File: config.mk
export PLATFORM = sky130hd
export DESIGN_NAME = norm_result_queue
export DESIGN_NICKNAME = d
export VERILOG_FILES = /design/src/rtl/norm_result_queue.sv
export SDC_FILE = /design/constraint.sdc
export NUM_CORES = 1
export LEC_CHECK = 0
export CAP_MARGIN = 10
export CORE_UTILIZATION = 55
export CTS_BUF_LIST = sky130_fd_sc_hd__clkbuf_4 sky130_fd_sc_hd__clkbuf_8
export DETAILED_ROUTE_END_ITERATION = 8
export MAX_ROUTING_LAYER = met4
export PLACE_DENSITY = 0.82
export SYNTH_ARGS = -nofsm -noshare
export SYNTH_HDL_FRONTEND = slang
export SYNTH_SLANG_ARGS = --single-unit
File: constraint.sdc
create_clock -name clk -period 5.3 [get_ports clk]
set_input_delay 1.325 -clock clk [delete_from_list [all_inputs] [get_ports clk]]
set_output_delay 1.325 -clock clk [all_outputs]
set_load 0.005 [all_outputs]
File: src/rtl/norm_result_queue.sv
`default_nettype none
// ============================================================================
// Module      : norm_result_queue
// Description : Captures norm-processor results on the rising edge of done into
//               a small FIFO and tracks the largest-magnitude norm seen.
// Revision    : 1.0 - initial release
// ============================================================================
module norm_result_queue #(
    parameter int word_size = 24,
    parameter int len_size  = 8,
    parameter int depth     = 8,
    parameter int ptr_size  = 3
) (
    input  logic                  clk,
    input  logic                  rst_n,
    input  logic                  done,
    input  logic [len_size-1:0]   len,
    input  logic [word_size-1:0]  norm2,
    input  logic                  clear,
    output logic                  out_valid,
    input  logic                  out_ready,
    output logic [len_size-1:0]   out_len,
    output logic [word_size-1:0]  out_norm2,
    output logic [ptr_size:0]     count,
    output logic                  overflow,
    output logic [word_size-1:0]  max_norm2,
    output logic [7:0]            max_seq,
    output logic [7:0]            seq
);

    localparam logic [ptr_size-1:0] c_ptr_one   = {{(ptr_size-1){1'b0}}, 1'b1};
    localparam logic [ptr_size:0]   c_count_one = {{ptr_size{1'b0}}, 1'b1};
    localparam logic [ptr_size:0]   c_full      = depth[ptr_size:0];

    // Storage is deliberately not reset; occupancy is tracked by the pointers.
    logic [len_size-1:0]  r_mem_len  [depth];
    logic [word_size-1:0] r_mem_norm [depth];

    logic                 r_done_d;
    logic [ptr_size-1:0]  r_wr_ptr;
    logic [ptr_size-1:0]  r_rd_ptr;
    logic [ptr_size:0]    r_count;
    logic                 r_overflow;
    logic [7:0]           r_seq;
    logic [word_size-1:0] r_max_norm2;
    logic [7:0]           r_max_seq;
    logic                 r_max_valid;

    logic w_capture;
    logic w_pop;
    logic w_full;
    logic w_push;
    logic w_drop;
    logic w_max_update;

    assign w_full    = (r_count == c_full);
    assign w_capture = done && !r_done_d && !clear;
    assign w_pop     = (r_count != '0) && out_ready && !clear;
    // A pop in the same cycle frees the slot, so a full queue still accepts.
    assign w_push    = w_capture && (!w_full || w_pop);
    assign w_drop    = w_capture && w_full && !w_pop;

    // Exponent sits above the mantissa, so an unsigned compare of the low bits
    // orders by magnitude with the sign excluded.
    assign w_max_update = w_capture &&
                          (!r_max_valid ||
                           (norm2[word_size-2:0] > r_max_norm2[word_size-2:0]));

    always_ff @(posedge clk) begin
        if (w_push) begin
            r_mem_len[r_wr_ptr]  <= len;
            r_mem_norm[r_wr_ptr] <= norm2;
        end
    end

    always_ff @(posedge clk or negedge rst_n) begin
        if (!rst_n) begin
            r_done_d    <= 1'b0;
            r_wr_ptr    <= '0;
            r_rd_ptr    <= '0;
            r_count     <= '0;
            r_overflow  <= 1'b0;
            r_seq       <= '0;
            r_max_norm2 <= '0;
            r_max_seq   <= '0;
            r_max_valid <= 1'b0;
        end else begin
            // Edge history keeps running through clear so a held done is not re-captured.
            r_done_d <= done;
            if (clear) begin
                r_wr_ptr    <= '0;
                r_rd_ptr    <= '0;
                r_count     <= '0;
                r_overflow  <= 1'b0;
                r_seq       <= '0;
                r_max_norm2 <= '0;
                r_max_seq   <= '0;
                r_max_valid <= 1'b0;
            end else begin
                if (w_push) begin
                    r_wr_ptr <= r_wr_ptr + c_ptr_one;
                end
                if (w_pop) begin
                    r_rd_ptr <= r_rd_ptr + c_ptr_one;
                end
                if (w_push && !w_pop) begin
                    r_count <= r_count + c_count_one;
                end else if (w_pop && !w_push) begin
                    r_count <= r_count - c_count_one;
                end
                if (w_drop) begin
                    r_overflow <= 1'b1;
                end
                if (w_capture) begin
                    r_seq <= r_seq + 8'd1;
                end
                if (w_max_update) begin
                    r_max_norm2 <= norm2;
                    r_max_seq   <= r_seq;
                    r_max_valid <= 1'b1;
                end
            end
        end
    end

    assign out_valid = (r_count != '0);
    assign out_len   = r_mem_len[r_rd_ptr];
    assign out_norm2 = r_mem_norm[r_rd_ptr];
    assign count     = r_count;
    assign overflow  = r_overflow;
    assign max_norm2 = r_max_norm2;
    assign max_seq   = r_max_seq;
    assign seq       = r_seq;

endmodule
`default_nettype wire

==> metrics.md <==
| Metric | Value |
|---|---|
| Core area | `approximately 23000 um2` |
| CTS H-tree lvls | `2` |
| DRC | `0` |
| Crit path time final | `~4.5 ns` |
| Buf+Inv Stages, Crit Path | `2` |
| Worst path slowest cell | `dfrtp_2` |
| First-pass GRT wire length | `41300 um` |
| # port buffers | `~110` |
| Hold_sp | `overflow$_DFFE_PN0P_` |
| Antenna viol nets, final | `0` |
| Io pins | `115` |
| HP Class | `flop to flop` |
| Placed Cells | `about 1100` |
| Detailed placer's ending HPWL | `15800 um` |
| Antenna violations before repair | `0` |
| Setup violators final | `0` |
| Area delta synth->final | `20.0%` |
| Crit path max fanout | `46` |
| Crit Path Class | `flop to primary output` |
| Full die area | `23600 um2` |
| Setup bufs post-CTS | `0` |
| Vias | `6962` |
| Power share of the clock group | `0.342` |
| DRT Wirelength | `between 20000 and 30000 um` |
| Wirelength per Cell | `22.8 um` |
| Post-synth top area share | `0.608` |
| Synth top area cells | `edfxtp_1, mux4_2, dfrtp_1` |
| CP required | `3.97 ns` |
| CTS tree | `done` |
| Die Span Y | `154 um` |
| Worst-Skew Late Latency | `0.56 ns` |
| Synth Flop Type | `edfxtp_1` |
| Switching Power | `~0.0014 W` |
| Hold buffers post-CTS | `0` |
| EDFF count, synth | `256` |
| Slew @ Worst Pin | `1.11 ns` |
| Pins over their slew limit | `0` |
| R2R setup slack | `between 2 and 2.5 ns` |
| Slew HR | `0.262` |
| Vias in the first global route | `~7500` |
| Startpoint types | `flop` |
| Top delay family on crit path | `flip-flops` |
| Register area share after synthesis | `0.713` |
| Clock Sinks | `309` |
| Overflow left after global routing | `0` |
| Antenna Cells | `0` |
| Top cells by count, synth | `edfxtp_1, mux4_2, dfrtp_1` |
| Nets | `around 900` |
| R2r endpoint | `count[3]$_DFFE_PN0P_` |
| RePlAce Congestion | `0.823` |
| Initial DRC count | `just under 500` |
| Net Sw Frac | `0.242` |
| Netlist cell types | `50` |
| Status | `finished, final reports clean` |
| Largest net degree at the start of global routing | `between 40 and 50` |
| Initial core utilization | `0.560` |
| Pre-antenna DRT Iters | `5` |
| Most frequent cell after synthesis | `edfxtp_1` |
| RSZ-0062 raised after global routing | `false` |
| Die width | `about 150 um` |
| Part of the power in registers | `0.483` |
| Final core utilization | `0.672` |
| Critical path cell sequence | `buf_4 > mux4_2 > mux2_2 > clkdlybuf4s50_1` |
| Flops & latches, synth | `309` |
| Fmax | `225 MHz` |
| R2r startpoint | `r_done_d$_DFF_PN0_` |
| Max cap viols | `0` |
| Skew final | `0.0223 ns` |
| CTS root buffer | `clkbuf_8` |
| Largest area contributor in the netlist | `edfxtp_1` |
| Ys async rst share | `0.172` |
| Worst r2r path cells | `11` |
| Syn Area/Cell | `18.4 um2` |
| Critical Path End Type | `primary output` |
| Clock buffer count from CTS | `48` |
| Rows | `55` |
| Synth Cell Area | `about 13000 um2` |
| Combinational power share | `0.175` |
| Pint | `0.00440 W` |
| VDD IR-drop max | `0.000267 V` |
| Bufs on Longest Clock Path | `3` |
| Syn Nets | `752` |
| Worst stage delay on the critical path | `1.09 ns` |
| Hold Path Depth | `2` |
| Worst Hold End | `overflow$_DFFE_PN0P_` |
| Total GRT Usage | `0.240` |
| Pre-CTS setup slack | `0.892 ns` |
| Total power divided by cell area | `382 nW/um2` |
| Reg clk slew, reported paths | `0.06 ns` |
| CP arrival | `3.13 ns` |
| Fin. Hold Viols | `0` |
| Yosys warning total | `0` |
| CTS resizes | `0` |
| Fin Setup TNS | `0 ns` |
| Final setup margin | `between 0.8 and 0.9 ns` |
| Via/cell ratio | `6.00` |
| Leakage | `5.16 nW` |
| Final worst-path cycle share | `0.840` |
| Layout cell share with drive strength beyond 1 | `0.243` |
| Layout Cells excl Fill | `between 1000 and 1500` |
| Synthesized instance count | `686` |
==> power by group through the flow <==
stage | registers [W] | logic, W | clock network [W]
2_1_floorplan | 0.00277 | 0.000673 | 0
3_3_place_gp | 0.00285 | 0.000987 | 0
3_5_place_dp | 0.00285 | 0.00102 | 0
4_1_cts | 0.00280 | 0.00103 | 0.00202
5_1_grt | 0.00281 | 0.00109 | 0.00213
6_report | 0.00280 | 0.00102 | 0.00198
==> worst reg2reg max path, stage by stage, from the launching register on <==
cell and delay (ns):
dfrtp_1 0.40, nor2b_1 0.52, o311ai_4 0.31, nor2_4 0.21
inv_1 0.08, ha_1 0.28, a21o_1 0.17, a21oi_1 0.29
or3_1 0.17, a21oi_1 0.07, a311oi_1 0.27, nor2_1 0.08
==> metrics by stage <==
step | hold slack, ns | power, W | area [um2]
after floorplan | 0.481 | 0.00344 | 12600
after global placement | 0.487 | 0.00383 | 14200
after detailed placement | 0.497 | 0.00387 | 14200
after CTS | 0.526 | 0.00585 | 15200
after global routing | 0.551 | 0.00604 | 15200
final | 0.522 | 0.00580 | 15200
==> flip-flops by register name (all words and copies together) (netlist names) <==
name,flops
seq,8
r_mem_len,64
overflow,1
r_wr_ptr,3
r_mem_norm,192
r_done_d,1
max_seq,8
r_max_valid,1
max_norm2,24
count,4
r_rd_ptr,3
==> how the worst max path moves through the flow <==
stage / slack [ns] / end / from / cells past startpoint
after floorplan: 0.63 / r_mem_len[1][0]$_DFFE_PP_ / done / 6
after global routing: 0.71 / out_norm2[23] / r_rd_ptr[0]$_DFFE_PN0P_ / 4
after global placement: 1.05 / max_norm2[19]$_DFFE_PN0P_ / norm2[10] / 9
after CTS: 0.79 / out_norm2[10] / r_rd_ptr[1]$_DFFE_PN0P_ / 4
after detailed placement: 0.89 / max_norm2[21]$_DFFE_PN0P_ / norm2[10] / 9
final: 0.85 / out_norm2[10] / r_rd_ptr[1]$_DFFE_PN0P_ / 4
==> placed cells by master, fill, tap and decap left out, types with 8 or more instances in the layout <==
cell type and n:
a21oi_1 13, a31o_1 10, and3_1 9, buf_4 19, clkbuf_4 11, clkbuf_8 53, clkdlybuf4s50_1 113, clkinv_1 14
clkinv_2 8, dfrtp_1 51, edfxtp_1 256, ha_1 28, inv_1 27, mux2_2 32, mux4_2 64, nand2_1 19
nand3_1 26, nor2_1 24, o31ai_1 22
==> cells by family after synthesis <==
family / synth area share
xor+xnor: 0.00901
simple gates: 0.0462
compound gates: 0.0370
flops: 0.713
mux: 0.144
buf+inv: 0.0215
fa+ha+maj: 0.0293
==> layout make-up <==
cell class / count / area (um2)
well taps: 285 / 357
inverters: 28 / 105
clock buffers: 64 / 812
fillers: 1412 / 7400
clock inverters: 26 / 168
multi-input cells: 315 / 3420
repair buffers: 134 / 1300
flip-flops and latches: 309 / 9020
==> metal layers <==
metal  part of all wire  GRT usage  vias to the layer above
met4              0.021     0.0805                        0
met2               0.50      0.378                      287
li1                   -          -                     3040
met1               0.41      0.316                     3578
met3              0.073     0.0479                       57
met5                  0          -                        -
Note: power is estimated with default switching activity, not from simulation.
